===== src/rtl/coin_feeder.sv =====
// coin_feeder: debounces two coin sensors, queues qualified coins in a FIFO and emits them
// as single-cycle codes separated by one idle cycle.
module coin_feeder #(
  parameter int DEBOUNCE = 4,
  parameter int DEPTH    = 4
) (
  input  logic                    clk,
  input  logic                    rst,
  input  logic                    s5,
  input  logic                    s10,
  input  logic                    hold,
  output logic [1:0]              coin,
  output logic [$clog2(DEPTH):0]  pending,
  output logic                    full,
  output logic                    reject
);
  localparam int AW = $clog2(DEPTH);
  localparam int CW = $clog2(DEBOUNCE + 1);
  typedef enum logic {ARMED, LATCHED} db_t;
  typedef enum logic [1:0] {IDLE, EMIT, GAP} em_t;
  logic [1:0] r_sync1, r_sync2, w_qual;
  always_ff @(posedge clk or negedge rst)
    if (!rst) begin
      r_sync1 <= '0;
      r_sync2 <= '0;
    end else begin
      r_sync1 <= {s10, s5};
      r_sync2 <= r_sync1;
    end
  for (genvar g = 0; g < 2; g++) begin : g_db
    db_t           r_dst;
    logic [CW-1:0] r_cnt;
    logic          w_done;
    assign w_done    = r_cnt == CW'(DEBOUNCE - 1);
    assign w_qual[g] = r_dst == ARMED && r_sync2[g] && w_done;
    // a sample equal to the latched level breaks the run toward the opposite level
    always_ff @(posedge clk or negedge rst)
      if (!rst) begin
        r_dst <= ARMED;
        r_cnt <= '0;
      end else if (r_sync2[g] == (r_dst == LATCHED)) r_cnt <= '0;
      else if (w_done) begin
        r_dst <= r_dst == ARMED ? LATCHED : ARMED;
        r_cnt <= '0;
      end else r_cnt <= r_cnt + 1'b1;
  end
  logic [1:0]    r_mem [DEPTH];
  logic [AW-1:0] r_wp, r_rp;
  logic [AW:0]   r_pend, w_pend_nx;
  logic [1:0]    r_coin, w_code;
  logic          r_full, r_reject, w_one, w_push, w_pop;
  em_t           r_st;
  assign w_one     = w_qual[0] ^ w_qual[1];
  assign w_code    = w_qual[1] ? 2'b10 : 2'b01;
  assign w_push    = w_one && r_pend < (AW+1)'(DEPTH);
  // GAP doubles as the IDLE decision point so back-to-back coins get a single 00 cycle
  assign w_pop     = r_st != EMIT && r_pend != '0 && !hold;
  assign w_pend_nx = r_pend + (AW+1)'(w_push) - (AW+1)'(w_pop);
  always_ff @(posedge clk or negedge rst)
    if (!rst) begin
      r_wp     <= '0;
      r_pend   <= '0;
      r_full   <= 1'b0;
      r_reject <= 1'b0;
    end else begin
      r_pend   <= w_pend_nx;
      r_full   <= w_pend_nx == (AW+1)'(DEPTH);
      r_reject <= (&w_qual) || (w_one && !w_push);
      if (w_push) r_wp <= r_wp + 1'b1;
    end
  always_ff @(posedge clk)
    if (w_push) r_mem[r_wp] <= w_code;
  always_ff @(posedge clk or negedge rst)
    if (!rst) begin
      r_st   <= IDLE;
      r_rp   <= '0;
      r_coin <= 2'b00;
    end else if (w_pop) begin
      r_st   <= EMIT;
      r_rp   <= r_rp + 1'b1;
      r_coin <= r_mem[r_rp];
    end else begin
      r_st   <= r_st == EMIT ? GAP : IDLE;
      r_coin <= 2'b00;
    end
  assign coin    = r_coin;
  assign pending = r_pend;
  assign full    = r_full;
  assign reject  = r_reject;
endmodule


===== config.mk =====
export PLATFORM = sky130hd
export DESIGN_NAME = coin_feeder
export DESIGN_NICKNAME = d
export VERILOG_FILES = /design/src/rtl/coin_feeder.sv
export SDC_FILE = /design/constraint.sdc
export NUM_CORES = 1
export LEC_CHECK = 0
export BUFFER_PORTS_ARGS = -buffer_cell sky130_fd_sc_hd__buf_2
export CORE_MARGIN = 3
export CORE_UTILIZATION = 50
export DETAILED_ROUTE_END_ITERATION = 10
export PLACE_DENSITY = 0.69
export SLEW_MARGIN = 20
export SYNTH_ARGS = -nofsm -noshare
export SYNTH_HDL_FRONTEND = slang
export SYNTH_SLANG_ARGS = --single-unit

===== constraint.sdc =====
create_clock -name clk -period 5.82 [get_ports clk]
set_input_delay 1.164 -clock clk [delete_from_list [all_inputs] [get_ports clk]]
set_output_delay 1.164 -clock clk [all_outputs]
set_load 0.01 [all_outputs]

* Word-level counts from Yosys, hierarchy flattened
Memories as Yosys holds them, arrays and structs flattened.
Cells that the tools add are included.
** Cells by class
- Add/sub/neg operators :: 6
- $lt $le $gt $ge :: 1
- Equality and inequality tests :: 7
- Multiplexer cells :: 12
- Bitwise logic cells :: 5
- Reduce and logical (&&, ||, !) cells :: 15
** Operators with widths (number)
- two-way mux 3 bit :: 4
- logical AND 1 bit :: 8
- two-way mux 2 bit :: 4
- adder 3 x 1 -> 3 bit (second input constant) :: 2
- equality test 3 x 2 -> 1 bit (second input constant) :: 2
- AND reduction 2 bit :: 3
- adder 2 x 1 -> 2 bit (second input constant) :: 2
- two-way mux 1 bit :: 4
- inverter 1 bit :: 4
- adder 3 x 1 -> 3 bit :: 1
- equality test 3 bit (second input constant) :: 1
- less-than comparator 3 bit (second input constant) :: 1
- nonzero test 3 bit :: 1
- subtractor 3 x 1 -> 3 bit :: 1
- equality test 1 bit :: 2
- equality test 2 x 1 -> 1 bit (second input constant) :: 1
- logical NOT 1 bit :: 2
- != test 2 x 1 -> 1 bit (second input constant) :: 1
- logical OR 1 bit :: 1
- XOR 1 bit :: 1
** Word-level totals
- Flip-flop bits (word level) :: 25
- Bits in writable memories :: 8
- Input port bits :: 5
- Logic and storage cells :: 60
- Memories kept :: 1
** Memories
- r_mem :: words 4, width 2, read ports 1, clocked after memory_dff 0, wr ports 1, line 47 : logic [1:0] r_mem [DEPTH];

* Longest topological paths before layout
- Word-level depth :: 8
- Gate-level depth with buffers :: 15
- Gate-level depth less buffers :: 14

* Least setup slack after synthesis
Ideal clock, no wire load.
- Path type :: register -> register
- Start :: register g_db[1].r_cnt[0]
- End :: register r_full (netlist: full)
- Setup time :: 88 ps
- Data arrival time :: 2876 ps
- Data required time :: 5732 ps
- Path slack :: 2856 ps
- Cell stages (with the launch flop) :: 16
- Buffers on the path :: 1
- Clock period less this slack :: 2964 ps
- Path through :: dfrtp_1 -> ha_1 -> nor2b_1 -> nand2_1 -> inv_1 -> ha_1 -> nor2b_1 -> clkbuf_1 -> inv_1 -> ha_1 -> inv_1 -> ha_1 -> fa_1 -> xor2_1 -> xnor2_1 -> nor3b_1
** On the way
- Word-level cells in the longest chain between the ends :: 7
** RTL lines
- start: declaration :: line 32 : logic [CW-1:0] r_cnt;
- start signal: assignment :: line 45 : end else r_cnt <= r_cnt + 1'b1;
- equality test 3 x 2 -> 1 bit :: line 34 : assign w_done = r_cnt == CW'(DEBOUNCE - 1);
- logical AND 1 bit :: line 35 : assign w_qual[g] = r_dst == ARMED && r_sync2[g] && w_done;
- XOR 1 bit :: line 53 : assign w_one = w_qual[0] ^ w_qual[1];
- logical AND 1 bit :: line 55 : assign w_push = w_one && r_pend < (AW+1)'(DEPTH);
- adder 3 x 1 -> 3 bit :: line 58 : assign w_pend_nx = r_pend + (AW+1)'(w_push) - (AW+1)'(w_pop);
- subtractor 3 x 1 -> 3 bit :: line 58
- net w_pend_nx[2] :: line 49 : logic [AW:0] r_pend, w_pend_nx;
- equality test 3 bit :: line 67 : r_full <= w_pend_nx == (AW+1)'(DEPTH);
- end signal: assignment :: line 67
- end: declaration :: line 51 : logic r_full, r_reject, w_one, w_push, w_pop;
The timed path passes the listed nets, and every way through them passes these cells.
A chain may end at the register's enable or synchronous reset.

* Worst setup path in the final report
Same ends and word-level chain as after synthesis.

==> results.cfg <==
[clock_tree]
postCtsSetupBuffers = 0
cts_tree = yes
cts_made_buffers = 5
cts_resized = 0
cts_hold_buf = 0
cts_sinks = 33
ctsLongestPathBuffers = 2
clk_latency_ps = 320
cts_root_buffer = clkbuf_4
path_clk_slew_ps = 100
htree_levels = 2

[worst_setup_path]
r2r_start = g_db[1].r_cnt[0]
cp_num_buf_inv = 3
critical-path-max-stage-delay_ps = 400
worstPathArrival_ps = 3580
critical_path_required_ps = 6050
cp_top_family = adder cells
startpoint = g_db[1].r_cnt[0]
slowest_stage = dfrtp_1
r2r_slack_ps = 2470
start_kind = register
path_cells = ha_1 > nor2b_1 > nand2_1 > inv_1 > ha_1 > nor2b_1 > inv_1 > ha_1 > inv_1 > ha_1 > fa_1 > xor2_1 > xnor2_1 > nor3b_1
cp-end-kind = register
critPathKind = register to register
worst_path_most_repeated_cell = ha_1
cp_max_fo = 8

[worst_hold_path]
worstHoldStart = r_sync1[0]
hold_class = register to register

[placed_design]
placed_cell_area_um2 = 1440
portBuffers = 11
gp_congestion = 0.714
dpl.hpwl_um = 1290

[outcome]
status = complete, no violations

[power_and_ir_drop]
ir_worst_vdd_v = 0.000306
power.density_nw_per_um2 = 442
clkPwrFrac_pct = 17.6
total_power_uw = 656
power_frac_seq_pct = 51.1
power_frac_comb_pct = 31.3
swShare_pct = 32.5
p_int_uw = 443
p_leak_uw = 0.000706
switchingPower_uw = 213

[floorplan]
dieArea_um2 = 3350
initial_utilization_pct = 53.4
coreArea_um2 = 2520
io_pins = 12
rows = 18
fp.dieH_um = 57.9
chipWidth_um = 57.9

[sta]
rsz0062_at_grt = no
worst_clock_skew_ps = 8.02
fmax_ghz = 0.299
slew-limit-headroom_pct = 64.9
setup_viol = 0
finalHoldViolCount = 0
fin_setup_tns_ps = 0
worst_slew_pin_slew_ps = 527
final-max-slew-violation-count = 0
min_period_over_period_pct = 57.5
period_needed_ps = 3350

[synthesis]
yosysUniqueCellTypes = 18
synthCells = 91
synth_area_per_cell_um2 = 14.8
synth-seq-cells = 33
ys_seq_area_share_pct = 64.3
synth_warnings = 0
syn_area_um2 = 1350
syn_nets = 108

[global_route]
grt_pass1_vias = 696
grt-ovfl-total = 0
grtUsageTotal_pct = 12.8
grt_pass1_wl_um = 3060
grt_max_degree = 26
grt_antenna_before_repair = 0

[route]
post_drt_wl_per_cell_um = 12.5
drtAntennaViolNets = 0
avgViaCountPerCell = 5.01
first_iter_violations = 3
wirelength_um = 1740
num_vias = 696
drc_errors = 0
first_pass_iters = 2

[job]
maxCapViolations = 0

[cells_and_area]
nFillCells = 213
drive_above_1_share_pct = 19.3
antennaDiodeCount = 0
final_cell_area_um2 = 1490
syn_to_final_growth_pct = 10.3
finalNetCount = 125
[worst paths after layout]
kind,endpoint,cells past startpoint
setup / recovery,full,14
hold / removal,r_sync2[0],0
setup reg to reg,full,14
hold reg to reg,r_sync2[0],0
max in group asynchronous,pending[2],1
min in group asynchronous,coin[0],1
[sequential cells by signal, summed over array words and instances (netlist names)]
name and count:
reject 1, g_db.r_cnt 6, full 1, r_rp 2, coin 2, g_db.r_dst 2, r_mem 8, r_wp 2
pending 3, r_sync2 2, r_st 2, r_sync1 2
[placed cells by master, fill, tap and decap left out, drive strengths merged, types with 2 or more instances in the layout]
| master | instances |
|---|---|
| edfxtp | 8 |
| xnor2 | 4 |
| inv | 9 |
| clkinv | 3 |
| xor2 | 3 |
| clkbuf | 5 |
| dfrtp | 25 |
| mux4 | 2 |
| nor3 | 4 |
| and2 | 7 |
| nand2 | 2 |
| nor2b | 6 |
| nor3b | 5 |
| buf | 11 |
| ha | 11 |
[cell type report]
cell class / count / area (um2) / area share [%]
Tap cell: 30 / 37.5 / 2.53
Clock inverter: 3 / 12.5 / 0.842
Sequential cell: 33 / 866 / 58.3
Clock buffer: 5 / 37.5 / 2.53
Timing Repair Buffer: 11 / 55.1 / 3.71
Inverter: 9 / 33.8 / 2.27
Multi-Input combinational cell: 48 / 443 / 29.8
[Yosys cell counts]
master,instances,area (um2)
a21o_1,1,7.51
and2_1,7,43.8
clkbuf_1,1,3.75
dfrtp_1,25,626
edfxtp_1,8,240
fa_1,1,20.0
ha_1,11,138
inv_1,9,33.8
mux4_2,2,45.0
nand2_1,2,7.51
nor2b_1,6,37.5
nor3_1,3,15.0
nor3_2,1,10.0
nor3b_1,5,37.5
nor4b_2,1,15.0
o21ai_0,1,5.00
xnor2_1,4,35.0
xor2_1,3,26.3
[routing by layer]
metal / vias to the layer above / share of wire, % / global-route usage [%]
met5: - / 0 / 0
met4: 0 / 2.0 / 5.96
met3: 7 / 5.0 / 6.68
met2: 14 / 47 / 20.0
met1: 337 / 45 / 14.6
li1: 338 / - / -
[power by group through the flow]
stage / Clock [uW] / Sequential, uW / Combinational [uW]
detailed placement: 0 / 341 / 208
floorplan: 0 / 342 / 147
global placement: 0 / 338 / 200
finish: 116 / 335 / 205
CTS: 120 / 336 / 210
global route: 130 / 344 / 235
[per-stage QoR]
stage | setup WS, ps | std cells | util [%] | hold WS, ps
after global placement | 2680 | 131 | 56.9 | 334
after detailed placement | 2490 | 131 | 56.9 | 335
final | 2470 | 139 | 58.9 | 356
after CTS | 2450 | 139 | 58.9 | 356
after floorplan | 2860 | 91 | - | 331
after global routing | 2150 | 139 | 58.9 | 365
[kinds of logic after synthesis]
family / synth area share, %
AO/OA/AOI/OAI: 0.929
XOR/XNOR: 4.55
adder cells (fa/ha/maj): 11.7
buffers and inverters: 2.79
flip-flops: 64.3
multiplexers: 3.35
AND/OR/NAND/NOR: 12.4
(Power assumes the default switching activity.)
